==> config.mk <==
export PLATFORM = sky130hd
export DESIGN_NAME = mw_pipe_elastic
export DESIGN_NICKNAME = d
export VERILOG_FILES = /design/src/rtl/rtoy_pkg.sv /design/src/rtl/mw_pipe_elastic_skid_buf.sv /design/src/rtl/mw_pipe_elastic.sv
export SDC_FILE = /design/constraint.sdc
export NUM_CORES = 1
export LEC_CHECK = 0
export BUFFER_PORTS_ARGS = -buffer_cell sky130_fd_sc_hd__clkbuf_2
export CAP_MARGIN = 20
export CELL_PAD_IN_SITES_DETAIL_PLACEMENT = 1
export CELL_PAD_IN_SITES_GLOBAL_PLACEMENT = 2
export CORE_MARGIN = 4
export CORE_UTILIZATION = 39
export CTS_CLUSTER_DIAMETER = 80
export DETAILED_ROUTE_END_ITERATION = 8
export GPL_ROUTABILITY_DRIVEN = 0
export MAX_ROUTING_LAYER = met4
export PLACE_DENSITY_LB_ADDON = 0.1
export SLEW_MARGIN = 20
export SYNTH_ARGS = -nofsm -noshare
export SYNTH_HDL_FRONTEND = slang
export SYNTH_HIERARCHICAL = 1
export SYNTH_SLANG_ARGS = --single-unit
==> constraint.sdc <==
create_clock -name CLK -period 2.8 [get_ports CLK]
set_input_delay 0.84 -clock CLK [delete_from_list [all_inputs] [get_ports CLK]]
set_output_delay 0.84 -clock CLK [all_outputs]
set_load 0.02 [all_outputs]
==> src/rtl/rtoy_pkg.sv <==
// Shared RISC_TOY definitions: writeback-select encodings, regfile write-off level,
// skid buffer state encoding and a payload width helper.
package rtoy_pkg;
  localparam logic [1:0] WB_ALU  = 2'd0;
  localparam logic [1:0] WB_LOAD = 2'd1;
  localparam logic [1:0] WB_PC4  = 2'd2;
  localparam logic       WEN_OFF = 1'b1;

  typedef enum logic [1:0] {
    SB_EMPTY = 2'd0,
    SB_FULL  = 2'd1,
    SB_SKID  = 2'd2
  } skid_state_e;

  // Width of the concatenated MEM->WB payload: {sel, wen, alu, load, pc4, wa}.
  function automatic int mw_payload_w(input int sel_w, input int data_w, input int wa_w);
    return sel_w + 1 + 3 * data_w + wa_w;
  endfunction
endpackage

==> src/rtl/mw_pipe_elastic_skid_buf.sv <==
// Generic valid/ready stage buffer: 2-entry skid (registered in_ready) when SKID=1,
// otherwise a single register with combinational in_ready.
module skid_buf
  import rtoy_pkg::*;
#(
  parameter int W    = 8,
  parameter bit SKID = 1'b1
) (
  input  logic         CLK,
  input  logic         RSTN,
  input  logic         flush,
  input  logic         in_valid,
  output logic         in_ready,
  input  logic [W-1:0] in_data,
  output logic         out_valid,
  input  logic         out_ready,
  output logic [W-1:0] out_data
);

  generate
    if (SKID) begin : g_skid
      skid_state_e  state_q, state_d;
      logic [W-1:0] main_q, main_d;
      logic [W-1:0] skid_q, skid_d;
      logic         rdy_q, rdy_d;
      logic         push, pop;

      always_comb begin
        push    = in_valid & rdy_q;
        pop     = (state_q != SB_EMPTY) & out_ready;
        state_d = state_q;
        main_d  = main_q;
        skid_d  = skid_q;
        unique case (state_q)
          SB_EMPTY: if (push) begin
            state_d = SB_FULL;
            main_d  = in_data;
          end
          SB_FULL: begin
            if (push && pop) begin
              main_d = in_data;
            end else if (push) begin
              state_d = SB_SKID;
              skid_d  = in_data;
            end else if (pop) begin
              state_d = SB_EMPTY;
            end
          end
          SB_SKID: if (pop) begin
            state_d = SB_FULL;
            main_d  = skid_q;
          end
          default: state_d = SB_EMPTY;
        endcase
        // Flush wins over any same-cycle push; payload regs may keep stale data.
        if (flush) state_d = SB_EMPTY;
        rdy_d = (state_d != SB_SKID);
      end

      always_ff @(posedge CLK or negedge RSTN) begin
        if (!RSTN) begin
          state_q <= SB_EMPTY;
          main_q  <= '0;
          skid_q  <= '0;
          rdy_q   <= 1'b1;
        end else begin
          state_q <= state_d;
          main_q  <= main_d;
          skid_q  <= skid_d;
          rdy_q   <= rdy_d;
        end
      end

      assign in_ready  = rdy_q;
      assign out_valid = (state_q != SB_EMPTY);
      assign out_data  = main_q;
    end else begin : g_single
      logic         v_q, v_d;
      logic [W-1:0] data_q, data_d;
      logic         push;

      always_comb begin
        push   = in_valid & (~v_q | out_ready);
        v_d    = v_q;
        data_d = data_q;
        if (push) begin
          v_d    = 1'b1;
          data_d = in_data;
        end else if (v_q && out_ready) begin
          v_d = 1'b0;
        end
        if (flush) v_d = 1'b0;
      end

      always_ff @(posedge CLK or negedge RSTN) begin
        if (!RSTN) begin
          v_q    <= 1'b0;
          data_q <= '0;
        end else begin
          v_q    <= v_d;
          data_q <= data_d;
        end
      end

      assign in_ready  = ~v_q | out_ready;
      assign out_valid = v_q;
      assign out_data  = data_q;
    end
  endgenerate

endmodule

==> src/rtl/mw_pipe_elastic.sv <==
// MEM->WB elastic stage: wraps skid_buf with regfile write masking on bubbles,
// synchronous flush and a saturating stall counter.
module mw_pipe_elastic
  import rtoy_pkg::*;
#(
  parameter int DATA_W  = 32,
  parameter int WADDR_W = 5,
  parameter int SEL_W   = 2,
  parameter bit SKID    = 1'b1,
  parameter int CNT_W   = 16
) (
  input  logic               CLK,
  input  logic               RSTN,
  input  logic               FLUSH,
  input  logic               in_valid,
  output logic               in_ready,
  input  logic [SEL_W-1:0]   SelWB_M2,
  input  logic               WEN_M2,
  input  logic [DATA_W-1:0]  ALUOUT_M2,
  input  logic [DATA_W-1:0]  LoadData_M,
  input  logic [DATA_W-1:0]  PCADD4_M2,
  input  logic [WADDR_W-1:0] WA_M2,
  output logic               out_valid,
  input  logic               out_ready,
  output logic [SEL_W-1:0]   SelWB_W,
  output logic               WEN_W,
  output logic [DATA_W-1:0]  ALUOUT_W,
  output logic [DATA_W-1:0]  LoadData_W,
  output logic [DATA_W-1:0]  PCADD4_W,
  output logic [WADDR_W-1:0] WA_W,
  output logic [CNT_W-1:0]   stall_cnt
);

  localparam int PAY_W = mw_payload_w(SEL_W, DATA_W, WADDR_W);

  logic [PAY_W-1:0] pay_in, pay_out;
  logic             wen_cap;
  logic [CNT_W-1:0] stall_cnt_q, stall_cnt_d;

  assign pay_in = {SelWB_M2, WEN_M2, ALUOUT_M2, LoadData_M, PCADD4_M2, WA_M2};

  skid_buf #(.W(PAY_W), .SKID(SKID)) u_buf (
    .CLK       (CLK),
    .RSTN      (RSTN),
    .flush     (FLUSH),
    .in_valid  (in_valid),
    .in_ready  (in_ready),
    .in_data   (pay_in),
    .out_valid (out_valid),
    .out_ready (out_ready),
    .out_data  (pay_out)
  );

  assign {SelWB_W, wen_cap, ALUOUT_W, LoadData_W, PCADD4_W, WA_W} = pay_out;

  // A bubble must never write the regfile, regardless of the stale captured enable.
  assign WEN_W = out_valid ? wen_cap : WEN_OFF;

  always_comb begin
    stall_cnt_d = stall_cnt_q;
    if (out_valid && !out_ready && (stall_cnt_q != {CNT_W{1'b1}}))
      stall_cnt_d = stall_cnt_q + 1'b1;
  end

  always_ff @(posedge CLK or negedge RSTN) begin
    if (!RSTN) stall_cnt_q <= '0;
    else       stall_cnt_q <= stall_cnt_d;
  end

  assign stall_cnt = stall_cnt_q;

endmodule

## Word-level counts from Yosys, hierarchy flattened

Cells that the tools add are included.

- Bits of input ports: 109
- Output and inout bits: 122
- Flip-flop bits (word level): 227
- Logic and storage cells: 37

- Bitwise logic cells: 3
- Eq/ne operators: 7
- Reduce and logical (&&, ||, !) cells: 9
- Add/sub/neg operators: 1
- Multiplexer cells: 12

Operators with widths:

| operator | number |
|---|---|
| $mux W104 | 3 |
| $pmux W104 S3 | 1 |
| $add A16 B1 Y16 const B | 1 |
| $ne A16 B16 Y1 const B | 1 |
| $mux W2 | 6 |
| $ne A2 B1 Y1 const B | 3 |
| $pmux W2 S3 | 1 |
| $reduce_and A4 Y1 | 1 |
| $logic_and A1 B1 Y1 | 3 |
| $reduce_and A3 Y1 | 1 |
| $reduce_bool A3 Y1 | 1 |
| $and A1 B1 Y1 | 2 |
| $eq A2 B1 Y1 const B | 1 |
| $eq A2 B2 Y1 const B | 1 |
| $logic_not A2 Y1 | 1 |
| $ne A2 B2 Y1 const B | 1 |
| $reduce_bool A2 Y1 | 1 |
| $logic_not A1 Y1 | 1 |
| $mux W1 | 1 |
| $not A1 Y1 | 1 |

## Logic depth before layout (Yosys ltp)

- Depth after elaboration: 8
- Mapped depth: 6
- Depth with buffers taken out: 5

## Modules after synthesis

Netlist, hierarchy kept.

By module, submodules not included:

| module | times used | cells each | seq. area each (sq um) | area each (sq um) |
|---|---|---|---|---|
| skid_buf | 1 | 595 | 5,281.3 | 8,662.1 |
| mw_pipe_elastic | 1 | 87 | 400.4 | 910.9 |

## Worst setup path after synthesis

Ideal clock, no wire load.

- Path kind: input-to-reg
- Start point: input in_valid
- End point: register u_buf.g_skid.skid_q[100]
- Required time: 2,673 ps
- Setup time: 127 ps
- Data arrival time: 1,980 ps
- Stages on the path: 6
- Setup slack: 692 ps
- Path buffers: 3
- Cells stage by stage: nand3b_4 > or3b_1 > clkbuf_1 > buf_6 > buf_6 > mux2_1

- Word-level cells in the longest chain between the ends: 4

Ends and longest elaborated chain:

| item | line | source |
|---|---|---|
| start, declared | mw_pipe_elastic.sv:15 | `input logic in_valid,` |
| $and A1 B1 Y1 * | mw_pipe_elastic_skid_buf.sv:29 | `push = in_valid & rdy_q;` |
| $logic_and A1 B1 Y1 | mw_pipe_elastic_skid_buf.sv:40 | `if (push && pop) begin` |
| $not A1 Y1 (no source line) | - |  |
| $reduce_and A3 Y1 (no source line) * | - |  |
| end signal, assigned | mw_pipe_elastic_skid_buf.sv:69 | `skid_q <= skid_d;` |
| end, declared | mw_pipe_elastic_skid_buf.sv:24 | `logic [W-1:0] skid_q, skid_d;` |

Mark *: on every way between the ends. The rest lies on a longest branch, timed or not.
A chain may end at the register's enable or synchronous reset.

## Worst setup path after layout

- Start point: register u_buf.g_skid.state_q[1]
- End point: output WEN_W

- Word-level cells in the longest chain between the ends: 2

Ends and longest elaborated chain:

| item | line | source |
|---|---|---|
| start, declared | mw_pipe_elastic_skid_buf.sv:22 | `skid_state_e state_q, state_d;` |
| start signal, assigned | mw_pipe_elastic_skid_buf.sv:67 | `state_q <= state_d;` |
| $reduce_bool A2 Y1 | mw_pipe_elastic_skid_buf.sv:75 | `assign out_valid = (state_q != SB_EMPTY);` |
| $mux W1 | mw_pipe_elastic.sv:57 | `assign WEN_W = out_valid ? wen_cap : WEN_OFF;` |
| end, declared | mw_pipe_elastic.sv:26 | `output logic WEN_W,` |

No other way between the ends.

==> reports/results.ini <==
[outcome]
status = completed

[setup_path]
critPathLaunch = u_buf/g_skid.state_q[1]
crit_slowest_cell = dfrtp_1
cp_max_fo = 7
worstPathArrival_ns = 1.64
reg2reg_from = u_buf/in_ready
crit_path_start_kind = flip-flop
rrSetupSlack_ns = 0.84
critPathKind = flip-flop to output pin
crit_chain = or2_2 > nand2b_1 > clkbuf_2
setup.worst_path.end_class = output pin
crit_required_ns = 1.96
max_stage_delay_ns = 0.45

[floorplanning]
die_area_um2 = 27100
core-area_um2 = 24200
ioPinCount = 231
row_count = 57
die_height_um = 165
die_width_um = 165
start_util_pct = 39.5

[timing]
fmax_mhz = 403
hold_viol = 0
fin_crit_sh_pct = 88.6
fin_hold_ws_ns = 0.264
setup_violations = 0
rsz0062_at_grt = false
layout_min_cycle_time_ns = 2.48
layout_setup_ws_ns = 0.319
fin_setup_tns_ns = 0
report.final.slew_viol_count = 0
slew_headroom_pct = 59.6
worstMarginPinSlew_ns = 0.606
fin_skew_ns = 0.00923

[yosys]
yosys_warnings = 6
syn-cell-area_um2 = 9570
synth.yosys.seq_area_share_pct = 59.4
syn-num-nets = 792
syn_avg_cell_area_um2 = 14.0
ys.flop_type = dfrtp_1
ys_async_sr_fraction_pct = 100
yosysTopAreaCell = dfrtp_1
yosys.cell_count.top_type = dfrtp_1
synth-edff-count = 0
synth_area_leaders = dfrtp_1, o32a_1, o21a_1
ys_seq_elements = 227
synthCells = 682
synthTopCellsByCount = dfrtp_1, o21a_1, o32a_1
synth_top_cell_area_share_pct = 59.1
synth.distinct_cells = 49

[route]
vias = 6895
firstDrtPassIters = 4
avgViaCountPerCell = 5.55
routedWlPerCell_um = 21.6
drc_errors = 0
drt-total-wl_um = 26900
drt_iter0_markers = 347
ant_nets = 0

[power]
p_switching_w = 0.00279
power_frac_comb_pct = 19.3
clockPowerShare_pct = 35.1
p_per_area_nw_per_um2 = 813
p_sw_share_pct = 28.5
power.leakage_nw = 5.29
pwr-share-seq_pct = 45.5
intPower_w = 0.00699
vdd_drop_max_mv = 0.623

[grt]
grt_remaining_overflow = 0
grt_pass1_vias = 7649
grt_pass1_wl_um = 42200
grt.total_usage_pct = 20.1
grt_max_degree = 106
antenna_found_initial = 3

[finish]
nets = 1005
syn2layout_area_growth_pct = 25.6
fillers = 2521
stdcell_area_um2 = 12000
drive_gt1_share_pct = 37.8

[cts]
cts_resized = 0
cts-root-buf = clkbuf_16
clk_pin_slew_ns = 0.06
cts.sinks = 227
htree_levels = 1
post_cts_buffers = 0
cts_hold_buf = 0
cts_tree = built
clockBufferDepth = 3
clk-insertion-delay-late_ns = 0.52
numCtsBuffers = 26

[placement]
port_buffers = 230
dp_hpwl_um = 17700
place_area_um2 = 11100
dp_slack_ns = 0.420

[worst_hold_path]
hp-class = primary input to async pin

[run]
drv_cap = 0

==> final cells by class <==
| cell class | instances | area [um2] | share of cell area [%] |
|---|---|---|---|
| well taps | 324 | 405 | 3.37 |
| repair buffers | 243 | 1410 | 11.7 |
| inverters | 4 | 15.0 | 0.125 |
| multi-input cells | 393 | 3620 | 30.1 |
| diodes | 3 | 7.51 | 0.0624 |
| flip-flops and latches | 227 | 5680 | 47.3 |
| clock inverters | 9 | 97.6 | 0.812 |
| clock buffers | 39 | 791 | 6.58 |
==> per-stage QoR <==
step           power (W)  util [%]  instances
6_report         0.00978      49.6       1242
5_1_grt           0.0103      49.6       1242
4_1_cts          0.00992      49.6       1239
3_5_place_dp     0.00643      45.9       1191
3_3_place_gp     0.00628      45.9       1191
2_1_floorplan    0.00558         -        682
==> sequential cells by signal, summed over array words and instances, names as in the netlist <==
signal	count
u_buf/in_ready	1
stall_cnt	16
u_buf/out_data	104
u_buf/g_skid.skid_q	104
u_buf/g_skid.state_q	2
==> layout by cell type, fill, tap and decap left out, drive strengths merged, types with 5 or more instances in the layout <==
| master | instances |
|---|---|
| clkbuf | 268 |
| dfrtp | 226 |
| mux2 | 108 |
| o21a | 106 |
| o32a | 104 |
| buf | 14 |
| nand3 | 9 |
| and3 | 6 |
| clkinv | 6 |
| nor2 | 6 |
| nand2 | 5 |
| a21oi | 5 |
| nand4 | 5 |
==> layer usage <==
layer	track usage, %	routed length, um	part of all wire [%]
met5	-	0	0
met4	5.18	655	2.4
met3	4.77	1670	6.2
met2	33.2	13400	50
met1	25.2	11100	41
==> final timing paths <==
path / endpoint / cells past startpoint
setup / recovery: WEN_W / 3
hold / removal: u_buf/out_data[64] / 1
setup reg to reg: u_buf/g_skid.skid_q[49] / 4
hold reg to reg: u_buf/out_data[81] / 1
max in group asynchronous: u_buf/in_ready / 2
min in group CLK: u_buf/out_data[81] / 1
==> logic make-up after synthesis <==
group           Yosys count  share of synthesized area, %
compound gates          223                          20.0
fa+ha+maj                 1                         0.131
mux                     109                          12.8
flops                   227                          59.4
simple gates             55                          4.12
xor+xnor                  5                         0.458
buf+inv                  62                          3.08
==> critical path, delay by kind of cell (launching register included) <==
| family | cells | cell delay [ns] |
|---|---|---|
| flip-flops | 1 | 0.45 |
| AND/OR/NAND/NOR | 2 | 0.48 |
| buffers and inverters | 1 | 0.20 |
==> power groups by stage <==
stage / Sequential, W / Combinational (W) / Clock, W
global placement: 0.00445 / 0.00183 / 0
CTS: 0.00446 / 0.00193 / 0.00353
floorplan: 0.00472 / 0.000863 / 0
finish: 0.00446 / 0.00189 / 0.00344
detailed placement: 0.00451 / 0.00192 / 0
global route: 0.00455 / 0.00205 / 0.00368
Power figures use the tool's default switching activity.
